$ cat config.mk
export PLATFORM = sky130hd
export DESIGN_NAME = comb_truth_scan_flat
export DESIGN_NICKNAME = d
export VERILOG_FILES = /design/src/rtl/comb_truth_scan_if.sv /design/src/rtl/comb_truth_scan.sv /design/src/flat_wrapper.sv
export SDC_FILE = /design/constraint.sdc
export NUM_CORES = 1
export LEC_CHECK = 0
export ABC_AREA = 1
export CORE_MARGIN = 2
export CORE_UTILIZATION = 40
export DETAILED_ROUTE_END_ITERATION = 10
export PLACE_DENSITY = 0.64
export SYNTH_ARGS = -nofsm -noshare
export SYNTH_HDL_FRONTEND = slang
export SYNTH_SLANG_ARGS = --single-unit
export TNS_END_PERCENT = 1
$ cat constraint.sdc
create_clock -name clk -period 4.1 [get_ports clk]
set_clock_uncertainty 0.2 [all_clocks]
set_input_delay 0.82 -clock clk [delete_from_list [all_inputs] [get_ports clk]]
set_output_delay 0.82 -clock clk [all_outputs]
set_load 0.005 [all_outputs]
$ cat src/rtl/comb_truth_scan_if.sv
// Control/result bundle for the comb truth-table scanner.
// The master side requests scans; the slave side is the scanner itself.
interface comb_truth_scan_if;
  logic       start;
  logic [7:0] expected;
  logic       busy;
  logic       done;
  logic [7:0] truth_table;
  logic       match;

  modport master (output start, expected, input busy, done, truth_table, match);
  modport slave  (input start, expected, output busy, done, truth_table, match);
endinterface

$ cat src/rtl/comb_truth_scan.sv
// Steps {A,B,C} through all eight vectors, samples Q after a settle window
// and assembles/compares the resulting truth table.
//
// state    | meaning
// ---------+----------------------------------------------
// S_IDLE   | waiting for start; idx held at 0
// S_SETTLE | vector idx on A/B/C, counting SETTLE cycles
// S_SAMPLE | one cycle: capture Q into scr[idx], advance
module comb_truth_scan #(
  parameter int unsigned SETTLE = 4
) (
  input  logic               clk,
  input  logic               rst,
  comb_truth_scan_if.slave   bus,
  output logic               A,
  output logic               B,
  output logic               C,
  input  logic               Q
);

  localparam int CW = (SETTLE > 1) ? $clog2(SETTLE) : 1;

  typedef enum logic [1:0] {
    S_IDLE,
    S_SETTLE,
    S_SAMPLE
  } state_t;

  state_t          state, state_nxt;
  logic [2:0]      idx;
  logic [CW-1:0]   cnt;
  logic [7:0]      scr;
  logic [7:0]      scr_nxt;

  // scr[idx] is always clear at sample time, so OR-ing in Q sets exactly that bit
  assign scr_nxt = scr | (8'(Q) << idx);

  always_ff @(posedge clk) begin
    if (rst) state <= S_IDLE;
    else     state <= state_nxt;
  end

  always_comb begin
    state_nxt = state;
    case (state)
      S_IDLE:   if (bus.start) state_nxt = S_SETTLE;
      S_SETTLE: if (cnt == CW'(SETTLE - 1)) state_nxt = S_SAMPLE;
      S_SAMPLE: state_nxt = (idx == 3'd7) ? S_IDLE : S_SETTLE;
      default:  state_nxt = S_IDLE;
    endcase
  end

  always_ff @(posedge clk) begin
    if (rst) begin
      idx             <= 3'd0;
      cnt             <= '0;
      scr             <= 8'h00;
      bus.done        <= 1'b0;
      bus.truth_table <= 8'h00;
      bus.match       <= 1'b0;
    end else begin
      bus.done <= 1'b0;
      case (state)
        S_IDLE: begin
          if (bus.start) begin
            idx <= 3'd0;
            cnt <= '0;
            scr <= 8'h00;
          end
        end
        S_SETTLE: cnt <= cnt + CW'(1);
        S_SAMPLE: begin
          scr <= scr_nxt;
          cnt <= '0;
          if (idx == 3'd7) begin
            bus.truth_table <= scr_nxt;
            bus.match       <= (scr_nxt == bus.expected);
            bus.done        <= 1'b1;
            idx             <= 3'd0;
          end else begin
            idx <= idx + 3'd1;
          end
        end
        default: ;
      endcase
    end
  end

  assign {A, B, C} = idx;
  assign bus.busy  = (state != S_IDLE);

endmodule

$ cat src/flat_wrapper.sv
// flat-port wrapper written by rule: the top's interface ports become plain ports
module comb_truth_scan_flat 
#(
  parameter int unsigned SETTLE = 4
)
  (clk, rst, A, B, C, Q, bus_start, bus_expected, bus_busy, bus_done, bus_truth_table, bus_match);
  comb_truth_scan_if bus_i ();
  input  logic clk;
  input  logic rst;
  output logic A;
  output logic B;
  output logic C;
  input  logic Q;
  input wire logic [$bits(bus_i.start)-1:0] bus_start;
  input wire logic [$bits(bus_i.expected)-1:0] bus_expected;
  output wire logic [$bits(bus_i.busy)-1:0] bus_busy;
  output wire logic [$bits(bus_i.done)-1:0] bus_done;
  output wire logic [$bits(bus_i.truth_table)-1:0] bus_truth_table;
  output wire logic [$bits(bus_i.match)-1:0] bus_match;
  assign bus_i.start = bus_start;
  assign bus_i.expected = bus_expected;
  assign bus_busy = bus_i.busy;
  assign bus_done = bus_i.done;
  assign bus_truth_table = bus_i.truth_table;
  assign bus_match = bus_i.match;
  comb_truth_scan #(.SETTLE(SETTLE)) u_core (.clk(clk), .rst(rst), .bus(bus_i), .A(A), .B(B), .C(C), .Q(Q));
endmodule
==> qor.txt, run 1 <==
Outcome -> completed
Crit path launch type -> input port
Die height -> 59.1 um
Pre-Repair DR Iteration Count -> 4
WS Path Type -> in -> reg
GPL Wtd Cong -> 0.821
Count of pins over their slew limit -> 0
Row count -> 19
Cells after Synth -> 170
Worst R2R Path Depth -> 8
Die ar. -> 3490 um^2
Via-to-Cell Ratio -> 5.01
Detailed placement HPWL -> 1.94 mm
Routed WL -> 2.58 mm
Clock sinks -> 25
Slew @ Worst Pin -> 653 ps
Synth warn -> 0
RSZ-0062 raised after global routing -> no
Crit path DAT -> 2500 ps
Min-delay worst type -> reg -> reg
Residual DRC -> 0
Final Power -> 0.400 mW
Count of cell types in the netlist -> 25
First-pass GRT wire length -> 4.38 mm
# diodes -> 0
Die X -> 59.1 um
Clk pin slew, worst setup/hold paths -> 150 ps
Top cell type's share of synthesized area -> 41.3%
Relative slew slack -> 56.3%
Clk root buf -> clkbuf_4
Tcrit/Tclk final -> 60.0%
Depth of the CTS H-tree -> 1
Max Fclk -> 406 MHz
Clk Latency, worst-skew pair -> 330 ps
GR Util All Layers -> 16.4%
Syn_area_per_cell -> 7.13 um^2
Maximum VDD drop -> 212 uV
FF-to-FF Start -> u_core.idx[0]
Fin crit period -> 2460 ps
Endpoint class of the critical path -> register
Area leader, netlist -> dfxtp_1
Layout area overhead -> 23.8%
Post_cts resized -> 0
Hold-fix buffers, CTS -> 0
Min-Delay Startpoint -> u_core.bus.match
Core Region -> 2830 um^2
I/O pins -> 26
Largest cells by area after synthesis -> dfxtp_1 (41%), inv_1 (9.6%), nand2_1 (8.7%)
Via count -> 1,128
Critical path endpoint -> u_core.bus.truth_table[1]
Synth Register Bits -> 25
Critical Path RT -> 4140 ps
Max Cap Viol -> 0
Seq/Total Area, Yosys -> 41.3%
Vias in the first global route -> 1,014
GRT overflow -> 0
Synthesized cell area -> 1210 um^2
Starting Density -> 42.9%
DRT iter0 DRCs -> 18
Hold Vio Cnt, Final -> 0
LEAKAGE -> 0.679 nW
Post-Syn Nets -> 185
Terminus of the critical flop-to-flop path -> u_core.bus.match
Largest net degree at the start of global routing -> 17
IO buf count -> 25
Flop-to-flop setup slack -> 2020 ps
Layout cells sized above 1 -> 6.19%
Power Dens Cells -> 266 nW/um^2
Initial antenna violation count -> 0
CTS buffer count -> 3
CP startpoint -> rst
Final Setup Violations -> 0
Nets -> 210
Longest Clk Path Bufs -> 2
CTS tree -> built
Fin Setup TNS -> 0 ps
Crit Path Max Fanout -> 16
Post-CTS setup buffer count -> 0
Wire per inst -> 11.4 um
Post-detailed-route count of antenna-violating nets -> 0
## cell usage after synthesis
cell type / n
o21ai_0: 9
inv_2: 4
nor2_2: 1
inv_1: 31
o211ai_1: 3
dfxtp_1: 25
nor2_1: 13
clkbuf_1: 1
or2_2: 1
nand4_1: 7
xor2_1: 1
ha_1: 3
a22oi_1: 6
nor3_1: 3
nand2_1: 28
nand3_1: 12
a21oi_1: 10
nand2_2: 1
o21a_1: 3
nand4_2: 1
a21oi_2: 1
nor4_1: 1
clkinv_1: 1
buf_2: 3
buf_4: 1
## sequential cells by signal, summed over array words and instances, names as in the netlist
name                    cells
u_core.bus.match            1
u_core.state                2
u_core.cnt                  2
u_core.bus.truth_table      8
u_core.bus.done             1
u_core.idx                  3
u_core.scr                  8
## layout by cell type, fill, tap and decap left out
master	instances
nor2_2	1
nand2_1	28
nand3_1	12
or2_2	1
ha_1	3
nand4_1	7
a22oi_1	6
nand4_2	1
a21oi_1	10
o21ai_0	9
clkdlybuf4s50_1	25
dfxtp_1	25
clkinv_1	1
clkbuf_1	1
o211ai_1	3
o21a_1	3
inv_1	31
nor4_1	1
nor3_1	3
xor2_1	1
nor2_1	13
inv_2	4
clkbuf_4	3
nand2_2	1
a21oi_2	1
## worst min-delay path by stage
stage / to / slack [ps] / depth (start not counted)
after floorplan: u_core.state[1] / 250 / 1
after global placement: u_core.bus.match / 270 / 2
after detailed placement: u_core.bus.match / 270 / 2
after CTS: u_core.bus.match / 290 / 2
after global routing: u_core.bus.match / 300 / 2
final: u_core.bus.match / 290 / 2
## cell families (layout without fill, tap and decap cells)
logic type,after synthesis,count (layout),synth area share (%)
AND/OR/NAND/NOR,68,68,25.6
buffers and inverters,41,65,13.3
AO/OA/AOI/OAI,32,32,16.0
flip-flops,25,25,41.3
adder cells (fa/ha/maj),3,3,3.10
XOR/XNOR,1,1,0.723
## metal layers
layer / global-route usage [%] / share of wire (%)
met1: 21.3 / 49
met2: 27.8 / 47
met3: 4.37 / 3.9
met4: 2.92 / 0.50
met5: 0 / 0
## report_power, final
group	switching [mW]	internal (mW)	total (mW)	leakage, nW
clock	0.0770	0.0381	0.115	0.0150
combinational	0.0198	0.0179	0.0378	0.462
sequential	0.00135	0.245	0.247	0.202
total	0.0982	0.301	0.400	0.679
## worst max-delay path, stage by stage
cell and delay (ps):
clkdlybuf4s50_1 890, clkinv_1 470, o21a_1 210, o21ai_0 60, inv_1 50
## metrics by stage
step                      util [%]  instances  hold slack, ps  area [um^2]  setup slack, ps
after CTS                     53.1        225             292         1500             1640
after floorplan                  -        170             252         1210             2250
after global placement        52.1        221             274         1480             1330
after detailed placement      52.1        221             273         1480             1280
final                         53.1        225             294         1500             1640
after global routing          53.1        225             303         1500             1500
## cell type report
cell class	count	area, um^2
multi-input combinational	104	551
timing repair buffer	25	250
inverter	36	135
tap	31	38.8
clock buffer	4	26.3
fill	279	1330
sequential	25	500
No activity file was read; power rests on OpenSTA's default activity.
==> inputs of run 2 (changes only) <==
==> constraint.sdc (replaced) <==
create_clock -name clk -period 2.5 [get_ports clk]
set_clock_uncertainty 0.2 [all_clocks]
set_input_delay 0.5 -clock clk [delete_from_list [all_inputs] [get_ports clk]]
set_output_delay 0.5 -clock clk [all_outputs]
set_load 0.005 [all_outputs]
==> run 2 against run 1 <==
  * Via count is 0.89% higher
  * Sequential share of layout area is 0.33 points lower
  * Combinational power increased by 68%
  * Global-route usage rose by 1.2 points
  * Sequential cell count did not move
  * Core utilization grew 0.53 points
  * Wire length rose by 2.8%
  * Non-clock buffer count up 2
  * Total power is 62% higher
  * Sequential power rose by 64%
  * Critical endpoint is now bus_busy
==> qor.txt, run 2 (synthesis results as in run 1) <==
IO buf count -> 25 (unchanged)
Maximum VDD drop -> 270 uV (+27%)
Fin Setup TNS -> 0 ps (unchanged)
WL met1 -> 1.17 mm (-6.5%)
Clk pin slew, worst setup/hold paths -> 130 ps (-20 ps)
Crit path buffers/inverters -> 1 (-2)
Nets -> 212 (+0.95%)
Wire per inst -> 11.7 um (+1.9%)
Met2 wire length -> 1.29 mm (+6.9%)
Crit path DAT -> 1400 ps (-1100 ps)
Layout cells sized above 1 -> 7.14% (+0.96 points)
Endpoint class of the critical path -> output port
Final Setup Violations -> 0 (unchanged)
Die height -> 59.1 um (unchanged)
Top Registers -> u_core.bus.truth_table (8), u_core.scr (8), u_core.idx (3)
LEAKAGE -> 0.689 nW (+1.5%)
Max stage delay on crit path -> 440 ps (-450 ps)
Max Cap Viol -> 0 (unchanged)
Critical Path RT -> 1800 ps (-2340 ps)
Worst setup margin -> 401 ps (-1240 ps)
Filler cell count -> 291 (+4.3%)
Depth of the CTS H-tree -> 1 (unchanged)
Post_cts resized -> 0 (unchanged)
I/O pins -> 26 (unchanged)
First-pass GRT wire length -> 4.68 mm (+6.8%)
Hold Vio Cnt, Final -> 0 (unchanged)
Post-detailed-route count of antenna-violating nets -> 0 (unchanged)
Min-delay worst type -> reg -> reg
Via count -> 1,138 (+0.89%)
Relative slew slack -> 75.6% (+19 points)
Crit path launch type -> register
Core Region -> 2830 um^2 (unchanged)
Pre-Repair DR Iteration Count -> 4 (unchanged)
WS Path Type -> reg -> out
GPL Wtd Cong -> 0.809 (-1.4%)
Die X -> 59.1 um (unchanged)
DRT iter0 DRCs -> 29 (+11)
Vias in the first global route -> 1,069 (+5.4%)
Tcrit/Tclk final -> 84.0%
CP max stage cell -> clkdlybuf4s50_1
Post-CTS setup buffer count -> 0 (unchanged)
Longest Clk Path Bufs -> 2 (unchanged)
Most common library cell in the layout ignoring fill and taps -> inv_1
Routed WL -> 2.65 mm (+2.8%)
Max Fclk -> 476 MHz
Count of pins over their slew limit -> 0 (unchanged)
Top delay family on crit path -> buffers and inverters
Via-to-Cell Ratio -> 5.01 (about the same)
Multi-input logic area -> 551 um^2 (unchanged)
Slew @ Worst Pin -> 366 ps (-287 ps)
Clock sinks -> 25 (unchanged)
Worst Hold Depth -> 2 (unchanged)
Pre-CTS WS -> 346 ps (-932 ps)
Layout area overhead -> 25.1%
Non-filler cells in the finished layout -> 227 (+0.89%)
Clk Latency, worst-skew pair -> 320 ps (about the same)
Most frequent cells in the layout -> inv_1 (31), nand2_1 (28), clkdlybuf4s50_1 (25), dfxtp_1 (25), nor2_1 (13)
Clk root buf -> clkbuf_4
Detailed placement HPWL -> 2.09 mm (+7.7%)
Cells along the critical path -> or2_2 > clkdlybuf4s50_1
# diodes -> 0 (unchanged)
Row count -> 19 (unchanged)
Initial antenna violation count -> 0 (unchanged)
Critical path depth -> 2 (-3)
RSZ-0062 raised after global routing -> no
Metal3 WL -> 153 um (+51%)
Outcome -> completed
CTS tree -> built
GRT overflow -> 0 (unchanged)
Die ar. -> 3490 um^2 (unchanged)
Fin crit period -> 2100 ps
Starting Density -> 42.9% (unchanged)
Power Dens Cells -> 428 nW/um^2 (+61%)
Crit Path Max Fanout -> 5 (-11)
FF+latch area -> 500 um^2 (unchanged)
Worst R2R Path Depth -> 8 (unchanged)
CTS buffer count -> 3 (unchanged)
Residual DRC -> 0 (unchanged)
GR Util All Layers -> 17.6% (+1.2 points)
Hold-fix buffers, CTS -> 0 (unchanged)
Largest net degree at the start of global routing -> 16 (-1)
Top sig layer -> met4
DP Cell Count -> 223 (+0.90%)
==> run 2: cell count changes in the layout (fill, tap and decap cells not counted) <==
cell | previous run | this run
buf_4 | 0 | 2
==> run 2: per-layer routing <==
metal | GRT usage, % | vias up
li1 | - | 598
met1 | 22.9 | 507
met2 | 28.7 | 29
met3 | 3.93 | 4
met4 | 5.84 | 0
met5 | 0 | -
==> run 2: worst reg2reg max path: stages (launching register included) <==
cell      delay, ps
dfxtp_1         510
ha_1            210
ha_1            130
inv_1            50
nor2_2          250
buf_4           220
nand3_1         100
o211ai_1         90
inv_1            50
==> run 2: area by class of cell <==
type	instances	area share (%)
Multi-Input combinational cell	104	36.3
Sequential cell	25	33.0
Timing Repair Buffer	27	17.5
Inverter	36	8.91
Tap cell	31	2.56
Clock buffer	4	1.73
==> run 2: power breakdown <==
group / total (mW) / internal [mW] / switching (mW)
clock network: 0.181 / 0.0625 / 0.119
logic: 0.0635 / 0.0306 / 0.0329
registers: 0.404 / 0.402 / 0.00217
total: 0.649 / 0.495 / 0.154
==> run 2: worst paths after layout <==
path         slack (ps)                        end             start
max                 400                   bus_busy   u_core.state[1]
min                 290           u_core.bus.match  u_core.bus.match
max reg2reg         590  u_core.bus.truth_table[5]     u_core.idx[0]
min reg2reg         290           u_core.bus.match  u_core.bus.match
==> run 2: through the flow <==
stage / util [%] / power [mW] / hold slack [ps] / instance area (um^2)
after floorplan: - / 0.446 / 252 / 1210
after global placement: 52.7 / 0.475 / 276 / 1490
after detailed placement: 52.7 / 0.477 / 280 / 1490
after CTS: 53.6 / 0.656 / 299 / 1520
after global routing: 53.6 / 0.679 / 332 / 1520
final: 53.6 / 0.649 / 292 / 1520
